==> config.mk <==
export PLATFORM = sky130hd
export DESIGN_NAME = pwm_duty_decoder
export DESIGN_NICKNAME = d
export VERILOG_FILES = /design/src/rtl/pwm_dec_pkg.sv /design/src/rtl/pwm_chan_meas.sv /design/src/rtl/pwm_duty_decoder.sv
export SDC_FILE = /design/constraint.sdc
export NUM_CORES = 1
export LEC_CHECK = 0
export ABC_AREA = 0
export BUFFER_PORTS_ARGS = -buffer_cell sky130_fd_sc_hd__buf_2
export CORE_MARGIN = 10
export CORE_UTILIZATION = 45
export CTS_BUF_LIST = sky130_fd_sc_hd__clkbuf_4
export CTS_CLUSTER_SIZE = 24
export DETAILED_ROUTE_END_ITERATION = 7
export SLEW_MARGIN = 10
export SYNTH_ARGS = -nofsm -noshare
export SYNTH_HDL_FRONTEND = slang
export SYNTH_SLANG_ARGS = --single-unit
export TNS_END_PERCENT = 20
==> constraint.sdc <==
create_clock -name clk -period 3.1 [get_ports clk]
set_clock_uncertainty 0.2 [all_clocks]
set_input_delay 0.155 -clock clk [delete_from_list [all_inputs] [get_ports clk]]
set_output_delay 0.155 -clock clk [all_outputs]
set_load 0.02 [all_outputs]
==> src/rtl/pwm_dec_pkg.sv <==
// Shared defaults, limits and side-status encoding for the PWM duty decoder.
package pwm_dec_pkg;

    localparam int unsigned DEF_PERIOD_W = 10;
    localparam int unsigned DEF_MEAS_W   = 11;
    localparam int unsigned MEAS_MAX     = (1 << (DEF_MEAS_W - 1)) - 1;

    typedef enum logic [1:0] {
        DRV_FWD      = 2'd0,
        DRV_REV      = 2'd1,
        DRV_OFF      = 2'd2,
        DRV_CONFLICT = 2'd3
    } drv_stat_e;

    // Classify one side's window from "any forward" / "any reverse" activity.
    function automatic drv_stat_e drv_status(input logic f_act, input logic r_act);
        drv_stat_e st;
        case ({f_act, r_act})
            2'b10:   st = DRV_FWD;
            2'b01:   st = DRV_REV;
            2'b11:   st = DRV_CONFLICT;
            default: st = DRV_OFF;
        endcase
        return st;
    endfunction

endpackage

==> src/rtl/pwm_chan_meas.sv <==
// One H-bridge side: forward/reverse high-time counters, sticky shoot-through
// flag and the signed duty value formed at window end.
module pwm_chan_meas
    import pwm_dec_pkg::*;
#(
    parameter int unsigned PERIOD_W = DEF_PERIOD_W,
    parameter int unsigned MEAS_W   = DEF_MEAS_W
) (
    input  logic              clk,
    input  logic              rst_n,
    input  logic              fwd,
    input  logic              rev,
    input  logic              win_end,
    input  logic              clr_fault,
    output logic [MEAS_W-1:0] meas_c,
    output logic              conflict_c,
    output logic              shoot
);

    localparam int unsigned       CNT_W   = PERIOD_W + 1;
    localparam logic [CNT_W-1:0]  CNT_SAT = {1'b1, {PERIOD_W{1'b0}}};
    localparam logic [MEAS_W-1:0] MAG_MAX = {1'b0, {(MEAS_W-1){1'b1}}};

    logic [CNT_W-1:0]  fwd_cnt, rev_cnt;
    logic [CNT_W-1:0]  fwd_nxt_c, rev_nxt_c;
    logic [MEAS_W-1:0] fwd_ext_c, rev_ext_c;
    logic [MEAS_W-1:0] fwd_mag_c, rev_mag_c;
    drv_stat_e         stat_c;

    // Saturating increments; these include the current cycle's sample so the
    // window-end evaluation sees every cycle of the window.
    always_comb begin
        fwd_nxt_c = fwd_cnt;
        rev_nxt_c = rev_cnt;
        if (fwd && (fwd_cnt != CNT_SAT)) fwd_nxt_c = fwd_cnt + CNT_W'(1);
        if (rev && (rev_cnt != CNT_SAT)) rev_nxt_c = rev_cnt + CNT_W'(1);
    end

    // Counters restart on the window-end edge so no sample is lost.
    always_ff @(posedge clk or negedge rst_n) begin
        if (!rst_n) begin
            fwd_cnt <= '0;
            rev_cnt <= '0;
        end else if (win_end) begin
            fwd_cnt <= '0;
            rev_cnt <= '0;
        end else begin
            fwd_cnt <= fwd_nxt_c;
            rev_cnt <= rev_nxt_c;
        end
    end

    // Clamp magnitudes so a full-window high reads as the largest positive value.
    always_comb begin
        fwd_ext_c = MEAS_W'(fwd_nxt_c);
        rev_ext_c = MEAS_W'(rev_nxt_c);
        fwd_mag_c = (fwd_ext_c > MAG_MAX) ? MAG_MAX : fwd_ext_c;
        rev_mag_c = (rev_ext_c > MAG_MAX) ? MAG_MAX : rev_ext_c;
    end

    // Signed result: forward positive, reverse negative, conflicting reads zero.
    always_comb begin
        meas_c     = '0;
        conflict_c = 1'b0;
        stat_c     = drv_status(|fwd_nxt_c, |rev_nxt_c);
        case (stat_c)
            DRV_FWD:      meas_c = fwd_mag_c;
            DRV_REV:      meas_c = -rev_mag_c;
            DRV_CONFLICT: conflict_c = 1'b1;
            default:      meas_c = '0;
        endcase
    end

    // Sticky shoot-through flag; a new coincidence beats a simultaneous clear.
    always_ff @(posedge clk or negedge rst_n) begin
        if (!rst_n) shoot <= 1'b0;
        else        shoot <= (fwd & rev) | (shoot & ~clr_fault);
    end

endmodule

==> src/rtl/pwm_duty_decoder.sv <==
// PWM duty decoder: rebuilds the signed per-side drive command from the four
// H-bridge lines over a free-running 2^PERIOD_W clock window.
// Optional macro PWM_DEC_SYNC_EN adds a 2-flop synchronizer on each PWM input.
module pwm_duty_decoder
    import pwm_dec_pkg::*;
#(
    parameter int unsigned PERIOD_W = DEF_PERIOD_W,
    parameter int unsigned MEAS_W   = DEF_MEAS_W
) (
    input  logic              clk,
    input  logic              rst_n,
    input  logic              fwd_rht,
    input  logic              rev_rht,
    input  logic              fwd_lft,
    input  logic              rev_lft,
    input  logic              clr_fault,
    output logic [MEAS_W-1:0] rht_meas,
    output logic [MEAS_W-1:0] lft_meas,
    output logic              meas_vld,
    output logic              shoot_rht,
    output logic              shoot_lft,
    output logic              dir_err
);

    logic [PERIOD_W-1:0] win_cnt;
    logic                win_end_c;
    logic                fr_s, rr_s, fl_s, rl_s;
    logic [MEAS_W-1:0]   rht_meas_c, lft_meas_c;
    logic                rht_conf_c, lft_conf_c;

`ifdef PWM_DEC_SYNC_EN
    logic [3:0] sync_q1, sync_q2;

    // Two-stage synchronizer for drivers outside this clock domain.
    always_ff @(posedge clk or negedge rst_n) begin
        if (!rst_n) begin
            sync_q1 <= '0;
            sync_q2 <= '0;
        end else begin
            sync_q1 <= {fwd_rht, rev_rht, fwd_lft, rev_lft};
            sync_q2 <= sync_q1;
        end
    end

    assign {fr_s, rr_s, fl_s, rl_s} = sync_q2;
`else
    assign {fr_s, rr_s, fl_s, rl_s} = {fwd_rht, rev_rht, fwd_lft, rev_lft};
`endif

    // Free-running window counter; window closes when it reads all-ones.
    always_ff @(posedge clk or negedge rst_n) begin
        if (!rst_n) win_cnt <= '0;
        else        win_cnt <= win_cnt + PERIOD_W'(1);
    end

    assign win_end_c = &win_cnt;

    pwm_chan_meas #(.PERIOD_W(PERIOD_W), .MEAS_W(MEAS_W)) u_rht (
        .clk        (clk),
        .rst_n      (rst_n),
        .fwd        (fr_s),
        .rev        (rr_s),
        .win_end    (win_end_c),
        .clr_fault  (clr_fault),
        .meas_c     (rht_meas_c),
        .conflict_c (rht_conf_c),
        .shoot      (shoot_rht)
    );

    pwm_chan_meas #(.PERIOD_W(PERIOD_W), .MEAS_W(MEAS_W)) u_lft (
        .clk        (clk),
        .rst_n      (rst_n),
        .fwd        (fl_s),
        .rev        (rl_s),
        .win_end    (win_end_c),
        .clr_fault  (clr_fault),
        .meas_c     (lft_meas_c),
        .conflict_c (lft_conf_c),
        .shoot      (shoot_lft)
    );

    // Capture both sides' results and the strobe on the window-end edge.
    always_ff @(posedge clk or negedge rst_n) begin
        if (!rst_n) begin
            rht_meas <= '0;
            lft_meas <= '0;
            dir_err  <= 1'b0;
            meas_vld <= 1'b0;
        end else begin
            meas_vld <= win_end_c;
            if (win_end_c) begin
                rht_meas <= rht_meas_c;
                lft_meas <= lft_meas_c;
                dir_err  <= rht_conf_c | lft_conf_c;
            end
        end
    end

endmodule
Word-level counts from Yosys, hierarchy flattened
Cells that the tools add are included.
- memory bits (read-only): 0
- bits in writable memories: 0
- input port bits: 7
- output and inout port bits: 26
- memories: 0
- bits in latches: 0
- word-level logic and storage cells: 73
- flip-flop bits (word level): 80
- shifts and indexed selects: 0
- add/subtract/negate cells: 7
- eq/ne operators: 14
- magnitude comparators: 4
- divide/modulo/power cells: 0
- reductions and logical operators: 11
- $mul: 0
- bitwise gates (word level): 8
- mux-type cells: 18
- operators by type and width (kind ; count):
    $mux W11 ; 12
    $add A11 B1 Y11 const B ; 4
    $gt A11 B10 Y1 const B ; 4
    $ne A11 B11 Y1 const B ; 4
    $pmux W11 S2 ; 2
    $reduce_or A11 Y1 ; 4
    $neg A11 Y11 ; 2
    $eq A2 B2 Y1 const B ; 6
    $pmux W2 S3 ; 2
    $add A10 B1 Y10 const B ; 1
    $reduce_and A10 Y1 ; 1
    $eq A2 B1 Y1 const B ; 4
    $and A1 B1 Y1 ; 4
    $logic_and A1 B1 Y1 ; 4
    $logic_not A2 Y1 ; 2
    $or A1 B1 Y1 ; 3
    $mux W1 ; 2
    $not A1 Y1 ; 1

Depth between registers and ports, before layout
Gate-level depths: netlist of the first run.
- word-level depth: 9
- gate-level depth with buffers: 13
- mapped depth without buffers: 13

Cells and area by module
A second synthesis of the first run with hierarchy kept.
- cell total of the unflattened synthesis: 538
- area total of the unflattened synthesis: 5162.5 µm²
- modules (own cells, without submodules) (module ; area each (µm²) ; cells an instance ; times used ; sequential area each (µm²)):
    pwm_chan_meas ; 1893.1 ; 226 ; 2 ; 575.6
    pwm_duty_decoder ; 1376.3 ; 86 ; 1 ; 850.8

Worst setup path before layout of the first run
OpenSTA, ideal clock, no wires.
- kind: reg-to-reg
- start: register u_rht.rev_cnt[0]
- end: register rht_meas[1]
- path buffers: 0
- setup time: 126 ps
- data required time: 2774 ps
- data arrival time: 3002 ps
- cell stages (with the launch flop): 13
- clock period less this slack: 3328 ps
- setup slack: -228 ps
- cell sequence: dfrtp_1 -> inv_1 -> ha_1 -> or4b_4 -> o32a_4 -> nor3_4 -> and2_4 -> and4_1 -> inv_1 -> ha_1 -> nand2_1 -> nor2_1 -> a221o_1
- word-level cells in the longest chain between the ends: 8
- elaborated cells on any way between the ends: 15
- classes of those cells: add/sub: 2; order compare: 1; eq/ne: 5; mux: 4; reduce/logical: 3
- ends and longest elaborated chain (what ; RTL line ; text):
    start, declared ; pwm_chan_meas.sv:24 ; logic [CNT_W-1:0] fwd_cnt, rev_cnt;
    start signal, assigned ; pwm_chan_meas.sv:49 ; rev_cnt <= rev_nxt_c;
    parallel branches: the longest is 2 deep, another holds $add A11 B1 Y11 ; n/a ;
    $mux W11 * ; pwm_chan_meas.sv:36 ; if (rev && (rev_cnt != CNT_SAT)) rev_nxt_c = rev_cnt + CNT_W'(1);
    parallel branches: the longest is 4 deep, another holds $gt A11 B10 Y1 ; n/a ;
    $pmux W11 S2 * ; pwm_chan_meas.sv:66 ; case (stat_c)
    end signal, assigned ; pwm_duty_decoder.sv:92 ; rht_meas <= rht_meas_c;
    end, declared ; pwm_duty_decoder.sv:17 ; output logic [MEAS_W-1:0] rht_meas,
Mark *: on every way between the ends.
A chain may end at the register's enable or synchronous reset.

Worst setup path after layout of the first run
- start: register u_rht.rev_cnt[0]
- end: register rht_meas[3]
The elaborated chain is that of the path after synthesis.

==> impl_metrics.sql, run 1 <==
INSERT INTO impl_metrics (metric_group, metric, value, unit) VALUES
('outcome', 'result_of_the_run', 'finished clean', ''),
('clock_tree', 'clkTransAtPathRegs', '0.13', 'ns'),
('clock_tree', 'clock-root-buffer', 'sky130_fd_sc_hd__clkbuf_4', ''),
('min_path', 'path_type_of_the_worst_min_delay_path', 'input port to flop', ''),
('synthesis', 'yosys.area.top_type', 'sky130_fd_sc_hd__dfrtp_1', ''),
('synthesis', 'synth_cell_types', '59', ''),
('placement', 'post-dp-hpwl', '8.97', 'mm'),
('synthesis', 'synth-seq-area-share', '43.2', '%'),
('sta', 'slew-limit-headroom', '33.4', '%'),
('finish', 'layout.cells.most_common', 'sky130_fd_sc_hd__dfrtp_1', ''),
('critical_path', 'setup.worst_path.start', 'u_rht.rev_cnt[0]', ''),
('floorplan', 'floorplan.die.width', '121', 'um'),
('sta', 'hold-worst-slack', '0.0903', 'ns'),
('clock_tree', 'tritoncts', 'done', ''),
('synthesis', 'syn_area_per_cell', '9.31', 'um^2'),
('floorplan', 'dieArea', '14800', 'um^2'),
('critical_path', 'path_class', 'flop to flop', ''),
('min_path', 'holdCritStartpoint', 'rev_rht', ''),
('global_routing', 'grt_max_degree', '81', ''),
('synthesis', 'synth.top_cell.area_share', '43.2', '%'),
('sta', 'rsz0062_at_grt', 'true', ''),
('global_routing', 'first_global_vias', '4052', ''),
('sta', 'final_period_minus_worst_setup_slack', '3.08', 'ns'),
('clock_tree', 'insertion_delay', '0.44', 'ns'),
('finish', 'n_antenna_cell', '0', ''),
('finish', 'final_core_occ', '59.6', '%'),
('global_routing', 'grt_first_pass_wirelength', '20.2', 'mm'),
('pwr', 'power.share.switching', '38.7', '%'),
('routing', 'drt_iter0_markers', '294', ''),
('finish', 'nets', '629', ''),
('global_routing', 'groute.usage.overall', '16.9', '%'),
('sta', 'drv_slew', '0', ''),
('floorplan', 'core_rows', '36', ''),
('floorplan', 'floorplan.initialDensity', '46.8', '%'),
('finish', 'final_cell_mix', 'sky130_fd_sc_hd__dfrtp_1, sky130_fd_sc_hd__buf_4, sky130_fd_sc_hd__nor2_1', ''),
('placement', 'portbufs', '32', ''),
('critical_path', 'worst-r2r-setup-slack', '0.02', 'ns'),
('placement', 'placer_s_final_routability_congestion_estimate', '0.899', ''),
('sta', 'worstMarginPinSlew', '0.998', 'ns'),
('pwr', 'cellInternalPower', '2590', 'uW'),
('pwr', 'p_leak', '0.00271', 'uW'),
('pwr', 'seq_power_share', '33.4', '%'),
('pwr', 'clock_power_share', '17.2', '%'),
('synthesis', 'mappedNetlistNets', '522', ''),
('critical_path', 'timing.critical_path.to_type', 'flop', ''),
('critical_path', 'timing.critical_path.from_type', 'flop', ''),
('critical_path', 'worst-path-max-fanout', '7', ''),
('synthesis', 'mapped_cells', '498', ''),
('clock_tree', 'cts-root-to-sink-buffers', '2', ''),
('floorplan', 'top_level_port_count', '33', ''),
('routing', 'remaining_drc_errors', '0', ''),
('pwr', 'cellPowerDensity', '715', 'nW/um^2'),
('routing', 'postRouteWirelength', '12.3', 'mm'),
('pwr', 'share_comb_of_total_power', '49.4', '%'),
('critical_path', 'cp_endpoint', 'rht_meas[3]', ''),
('floorplan', 'dieHeight', '121', 'um'),
('floorplan', 'design.core.area', '9910', 'um^2'),
('clock_tree', 'cts-buffers-inserted', '9', ''),
('finish', 'areaGrowthSynthToFinish', '27.4', '%'),
('synthesis', 'synth_async_sr_flop_share', '100', '%'),
('synthesis', 'postSynthRegisterBits', '80', ''),
('routing', 'post_drt_via_cell_ratio', '5.55', ''),
('sta', 'final_hold_vios', '0', ''),
('routing', 'via_count', '4125', ''),
('critical_path', 'worst_r2r_path_cells', '13', ''),
('synthesis', 'synth_edf_count', '0', ''),
('synthesis', 'synth_top_cells_by_area', 'sky130_fd_sc_hd__dfrtp_1, sky130_fd_sc_hd__xnor2_1, sky130_fd_sc_hd__nor2_1', ''),
('global_routing', 'antenna_found_initial', '0', ''),
('sta', 'final_min_period_over_clock_period', '99.5', '%'),
('routing', 'antenna_left', '0', ''),
('routing', 'avgRoutedWirePerCell', '16.5', 'um');
[cells by family (layout without fill, tap and decap cells)]
| kind of cell | Yosys count | after routing | share of synthesized area (%) |
|---|---|---|---|
| AND/OR/NAND/NOR | 228 | 228 | 25.3 |
| flip-flops | 80 | 80 | 43.2 |
| AO/OA/AOI/OAI | 78 | 78 | 12.4 |
| XOR/XNOR | 56 | 56 | 10.6 |
| buffers and inverters | 35 | 147 | 3.08 |
| adder cells (fa/ha/maj) | 17 | 17 | 4.59 |
| multiplexers | 4 | 4 | 0.891 |
[layer usage]
layer | track usage (%) | up-vias | share of wire (%)
met4 | 5.74 | 0 | 1.2
met1 | 21.8 | 2035 | 45
met2 | 27.4 | 93 | 49
met3 | 3.68 | 12 | 4.8
li1 | - | 1985 | -
met5 | 0 | - | 0
[area by class of cell]
| cell class | instances | area (um^2) |
|---|---|---|
| clock buffers | 12 | 90.1 |
| clock inverters | 4 | 68.8 |
| fillers | 879 | 4000 |
| inverters | 20 | 75.1 |
| multi-input cells | 383 | 2720 |
| flip-flops and latches | 80 | 2000 |
| well taps | 133 | 166 |
| repair buffers | 111 | 787 |
[power groups by stage]
stage	Sequential, uW	Combinational (uW)	Clock, uW
floorplan	1400	1140	0
global placement	1400	1910	0
detailed placement	1400	1950	0
CTS	1390	2000	743
global route	1430	2290	782
finish	1410	2090	727
[critical path: stages, from the launching register on]
cell                      delay [ns]
sky130_fd_sc_hd__dfrtp_1        0.41
sky130_fd_sc_hd__inv_2          0.06
sky130_fd_sc_hd__ha_1           0.14
sky130_fd_sc_hd__or4b_4         0.49
sky130_fd_sc_hd__o32a_4         0.34
sky130_fd_sc_hd__nor3_4         0.12
sky130_fd_sc_hd__and2_4         0.18
sky130_fd_sc_hd__and4_4         0.24
sky130_fd_sc_hd__inv_2          0.06
sky130_fd_sc_hd__ha_4           0.30
sky130_fd_sc_hd__nand2_4        0.08
sky130_fd_sc_hd__nor2_4         0.20
sky130_fd_sc_hd__a22oi_1        0.09
sky130_fd_sc_hd__o21ai_1        0.10
[worst min-delay path by stage]
| stage | endpoint | slack [ns] |
|---|---|---|
| floorplan | dir_err | -0.34 |
| global placement | u_lft.shoot | 0.15 |
| detailed placement | u_lft.shoot | 0.16 |
| CTS | u_rht.rev_cnt[3] | 0.08 |
| global route | u_rht.rev_cnt[3] | 0.10 |
| finish | u_rht.rev_cnt[3] | 0.09 |
[repair_timing]
action | CTS | global route
resized for setup | 10 | 35
buffers inserted | 1 | 0
endpoints found under the hold margin | 83 | 0
setup endpoints to repair | 19 | 22
hold buffers | 6 | 0
pin swaps | 1 | 8
[cells in the mapped netlist (4+ instances only)]
library cell,instances
sky130_fd_sc_hd__nor2_1,72
sky130_fd_sc_hd__nand4_1,22
sky130_fd_sc_hd__inv_1,20
sky130_fd_sc_hd__clkbuf_1,10
sky130_fd_sc_hd__nor4b_1,4
sky130_fd_sc_hd__o21a_1,6
sky130_fd_sc_hd__and2_1,8
sky130_fd_sc_hd__ha_1,17
sky130_fd_sc_hd__dfrtp_1,80
sky130_fd_sc_hd__o21ai_0,16
sky130_fd_sc_hd__nor4_1,9
sky130_fd_sc_hd__xor2_1,25
sky130_fd_sc_hd__nand3_1,23
sky130_fd_sc_hd__and3_1,9
sky130_fd_sc_hd__a22oi_1,10
sky130_fd_sc_hd__nor3_1,17
sky130_fd_sc_hd__a21oi_1,12
sky130_fd_sc_hd__nand2_1,38
sky130_fd_sc_hd__and4_1,6
sky130_fd_sc_hd__a211oi_1,7
sky130_fd_sc_hd__xnor2_1,31
[registers in the layout (all words and copies together) (netlist names), 10 cells and up]
| name | flops |
|---|---|
| win_cnt | 10 |
| u_lft.fwd_cnt | 11 |
| lft_meas | 11 |
| u_rht.rev_cnt | 11 |
| u_lft.rev_cnt | 11 |
| u_rht.fwd_cnt | 11 |
| rht_meas | 11 |
[per-stage QoR]
stage                     TNS, ns  setup slack (ns)  instance area, um^2  std cells  power [uW]
after floorplan           -0.0446           -0.0425                 4680        498        2550
after global placement    -0.0785           -0.0431                 5490        720        3310
after detailed placement    -1.36            -0.190                 5490        720        3360
after CTS                 -0.0197           -0.0106                 5770        743        4140
after global routing       -0.962            -0.111                 5910        743        4510
final                           0            0.0157                 5910        743        4220
(Power assumes the default switching activity.)
==> inputs of run 2 (changes only) <==
- GPL_TIMING_DRIVEN: default -> 0
==> run 2 against run 1 <==
The flow now finishes with violations (negative setup slack). Fmax down 4.2%. Setup slack worse by 0.14 ns. Non-clock buffer count decreased by 34. Sequential share of layout area is 0.63 points higher. Cell count fell by 4.6%. First-iteration DRC count decreased by 6.5%. Clock power is 2% lower. Die area unchanged. Largest cell class unchanged. Largest power group unchanged.
==> impl_metrics.sql, run 2 (same netlist as run 1, synthesis figures left out) <==
INSERT INTO impl_metrics (metric_group, metric, value, unit) VALUES
('floorplan', 'dieArea', '14800', 'um^2'),
('sta', 'setup-violations-final', '11', ''),
('pwr', 'vdd_ir_drop_max', '0.559', 'mV'),
('pwr', 'share_comb_of_total_power', '46.9', '%'),
('finish', 'layout.cells.most_common', 'sky130_fd_sc_hd__dfrtp_1', ''),
('placement', 'placer_s_final_routability_congestion_estimate', '0.872', ''),
('critical_path', 'path_class', 'flop to flop', ''),
('placement', 'post-dp-hpwl', '8.53', 'mm'),
('sta', 'fmaxAchievable', '311', 'MHz'),
('finish', 'sequential_cell_area', '2010', 'um^2'),
('pwr', 'p_leak', '0.00258', 'uW'),
('sta', 'final_hold_vios', '0', ''),
('pwr', 'total_power', '4070', 'uW'),
('routing', 'post_drt_via_cell_ratio', '5.63', ''),
('routing', 'antenna_left', '0', ''),
('critical_path', 'worst-path-max-fanout', '7', ''),
('finish', 'total_area_of_multi_input_combinational_cells', '2890', 'um^2'),
('global_routing', 'antenna_found_initial', '0', ''),
('routing', 'via_count', '3994', ''),
('finish', 'filler_cell_count', '870', ''),
('pwr', 'clock_power_share', '17.5', '%'),
('finish', 'design_area', '5820', 'um^2'),
('floorplan', 'dieHeight', '121', 'um'),
('outcome', 'result_of_the_run', 'finished, violations left', ''),
('global_routing', 'groute.usage.overall', '16.7', '%'),
('finish', 'n_antenna_cell', '0', ''),
('sta', 'timing.final.ws_setup', '-0.120', 'ns'),
('routing', 'firstDrtPassIters', '4', ''),
('clock_tree', 'insertion_delay', '0.46', 'ns'),
('clock_tree', 'clkSinkCount', '80', ''),
('sta', 'final_period_minus_worst_setup_slack', '3.22', 'ns'),
('finish', 'final_cell_mix', 'sky130_fd_sc_hd__dfrtp_1, sky130_fd_sc_hd__nor2_1, sky130_fd_sc_hd__nand2_1', ''),
('critical_path', 'arrival', '3.38', 'ns'),
('sta', 'worstMarginPinSlew', '0.813', 'ns'),
('clock_tree', 'htree_num_levels', '3', ''),
('finish', 'areaGrowthSynthToFinish', '25.6', '%'),
('placement', 'placedInstanceArea', '5030', 'um^2'),
('clock_tree', 'cts-buffers-inserted', '9', ''),
('global_routing', 'grt_overflow_total', '0', ''),
('global_routing', 'grt_max_degree', '57', ''),
('routing', 'remaining_drc_errors', '0', ''),
('sta', 'slew-limit-headroom', '45.4', '%'),
('min_path', 'path_type_of_the_worst_min_delay_path', 'input port to flop', ''),
('critical_path', 'critical_path_required', '3.26', 'ns'),
('critical_path', 'timing.critical_path.from_type', 'flop', ''),
('sta', 'final_min_period_over_clock_period', '104', '%'),
('routing', 'drt_iter0_markers', '275', ''),
('critical_path', 'timing.critical_path.to_type', 'flop', ''),
('global_routing', 'first_global_vias', '3993', ''),
('floorplan', 'core_rows', '36', ''),
('finish', 'share_of_final_layout_standard_cells_stronger_than_drive_strength_1', '26.0', '%'),
('finish', 'nets', '595', ''),
('floorplan', 'floorplan.initialDensity', '46.8', '%'),
('global_routing', 'grt_first_pass_wirelength', '19.7', 'mm'),
('flow_run', 'maximum_capacitance_violations', '0', ''),
('routing', 'avgRoutedWirePerCell', '17.2', 'um'),
('clock_tree', 'clkTransAtPathRegs', '0.13', 'ns'),
('pwr', 'p_switching', '1620', 'uW'),
('pwr', 'cellInternalPower', '2450', 'uW'),
('pwr', 'power.share.switching', '39.8', '%'),
('routing', 'postRouteWirelength', '12.2', 'mm'),
('clock_tree', 'cts-root-to-sink-buffers', '2', ''),
('floorplan', 'floorplan.die.width', '121', 'um'),
('critical_path', 'worst-r2r-setup-slack', '-0.12', 'ns'),
('clock_tree', 'tritoncts', 'done', ''),
('placement', 'portbufs', '31', ''),
('sta', 'rsz0062_at_grt', 'true', ''),
('outcome', 'failed_checks', 'negative setup slack', ''),
('floorplan', 'top_level_port_count', '33', ''),
('clock_tree', 'clock-root-buffer', 'sky130_fd_sc_hd__clkbuf_4', ''),
('floorplan', 'design.core.area', '9910', 'um^2'),
('pwr', 'seq_power_share', '35.6', '%'),
('sta', 'drv_slew', '0', ''),
('pwr', 'cellPowerDensity', '699', 'nW/um^2');
==> run 2: critical path, stage by stage (launching register included) <==
cell and delay [ns]:
sky130_fd_sc_hd__dfrtp_2 0.43, sky130_fd_sc_hd__inv_2 0.07, sky130_fd_sc_hd__ha_4 0.11, sky130_fd_sc_hd__or4b_4 0.48, sky130_fd_sc_hd__o32a_4 0.40, sky130_fd_sc_hd__nor3_4 0.19
sky130_fd_sc_hd__and2_4 0.17, sky130_fd_sc_hd__and4_4 0.25, sky130_fd_sc_hd__inv_4 0.05, sky130_fd_sc_hd__ha_4 0.24, sky130_fd_sc_hd__nand2_4 0.12, sky130_fd_sc_hd__nor2_4 0.07
sky130_fd_sc_hd__a221o_1 0.34
==> run 2: final cells by class <==
cell class                 count  share of cell area, %
timing repair buffer          62                   7.63
clock buffer                  11                   1.42
multi-input combinational    383                   49.7
sequential                    80                   34.6
clock inverter                 5                   1.23
inverter                      20                   1.33
buffer                        15                   1.29
tap                          133                   2.86
==> run 2: repair_timing <==
action | 4_1_cts | 5_1_grt
setup buffers | 12 | 10
setup endpoints to repair | 22 | 40
hold buffers | 8 | 0
endpoints found under the hold margin | 87 | 0
resized for setup | 48 | 50
pin swaps | 14 | 18
==> run 2: worst paths after layout <==
kind | start | to | depth (start not counted)
setup / recovery | u_rht.rev_cnt[0] | rht_meas[1] | 12
hold / removal | rev_rht | u_rht.rev_cnt[3] | 4
setup reg to reg | u_rht.rev_cnt[0] | rht_meas[1] | 12
hold reg to reg | win_cnt[9] | win_cnt[9] | 1
max in group asynchronous | rst_n | u_rht.rev_cnt[0] | 4
min in group asynchronous | rst_n | u_lft.fwd_cnt[3] | 4
==> run 2: per-stage QoR <==
stage	util (%)	setup WS (ns)	instances	TNS (ns)	hold WS, ns
after floorplan	-	-0.0425	498	-0.0446	-0.341
after global placement	50.5	-0.382	662	-4.74	0.157
after detailed placement	50.8	-0.421	663	-5.67	-0.108
after CTS	56.1	-0.0790	699	-0.514	0.0581
after global routing	58.7	-0.200	709	-2.13	0.108
final	58.7	-0.120	709	-0.683	0.0987
==> run 2: power by group through the flow <==
stage	combinational, uW	clock [uW]	sequential (uW)
final	1910	711	1450
after global routing	2090	776	1470
after floorplan	1140	0	1400
after CTS	1730	733	1430
after detailed placement	1460	0	1450
after global placement	1420	0	1440
==> run 2: routing by layer <==
metal  vias to the layer above  part of all wire, %  wire, um  global-route usage (%)
li1                       1928                    -         -                       -
met1                      1965                   45      5490                    20.2
met2                        81                   49      5950                    27.7
met3                        20                  4.3       527                    4.65
met4                         0                  1.7       204                    6.26
met5                         -                    0         0                       0
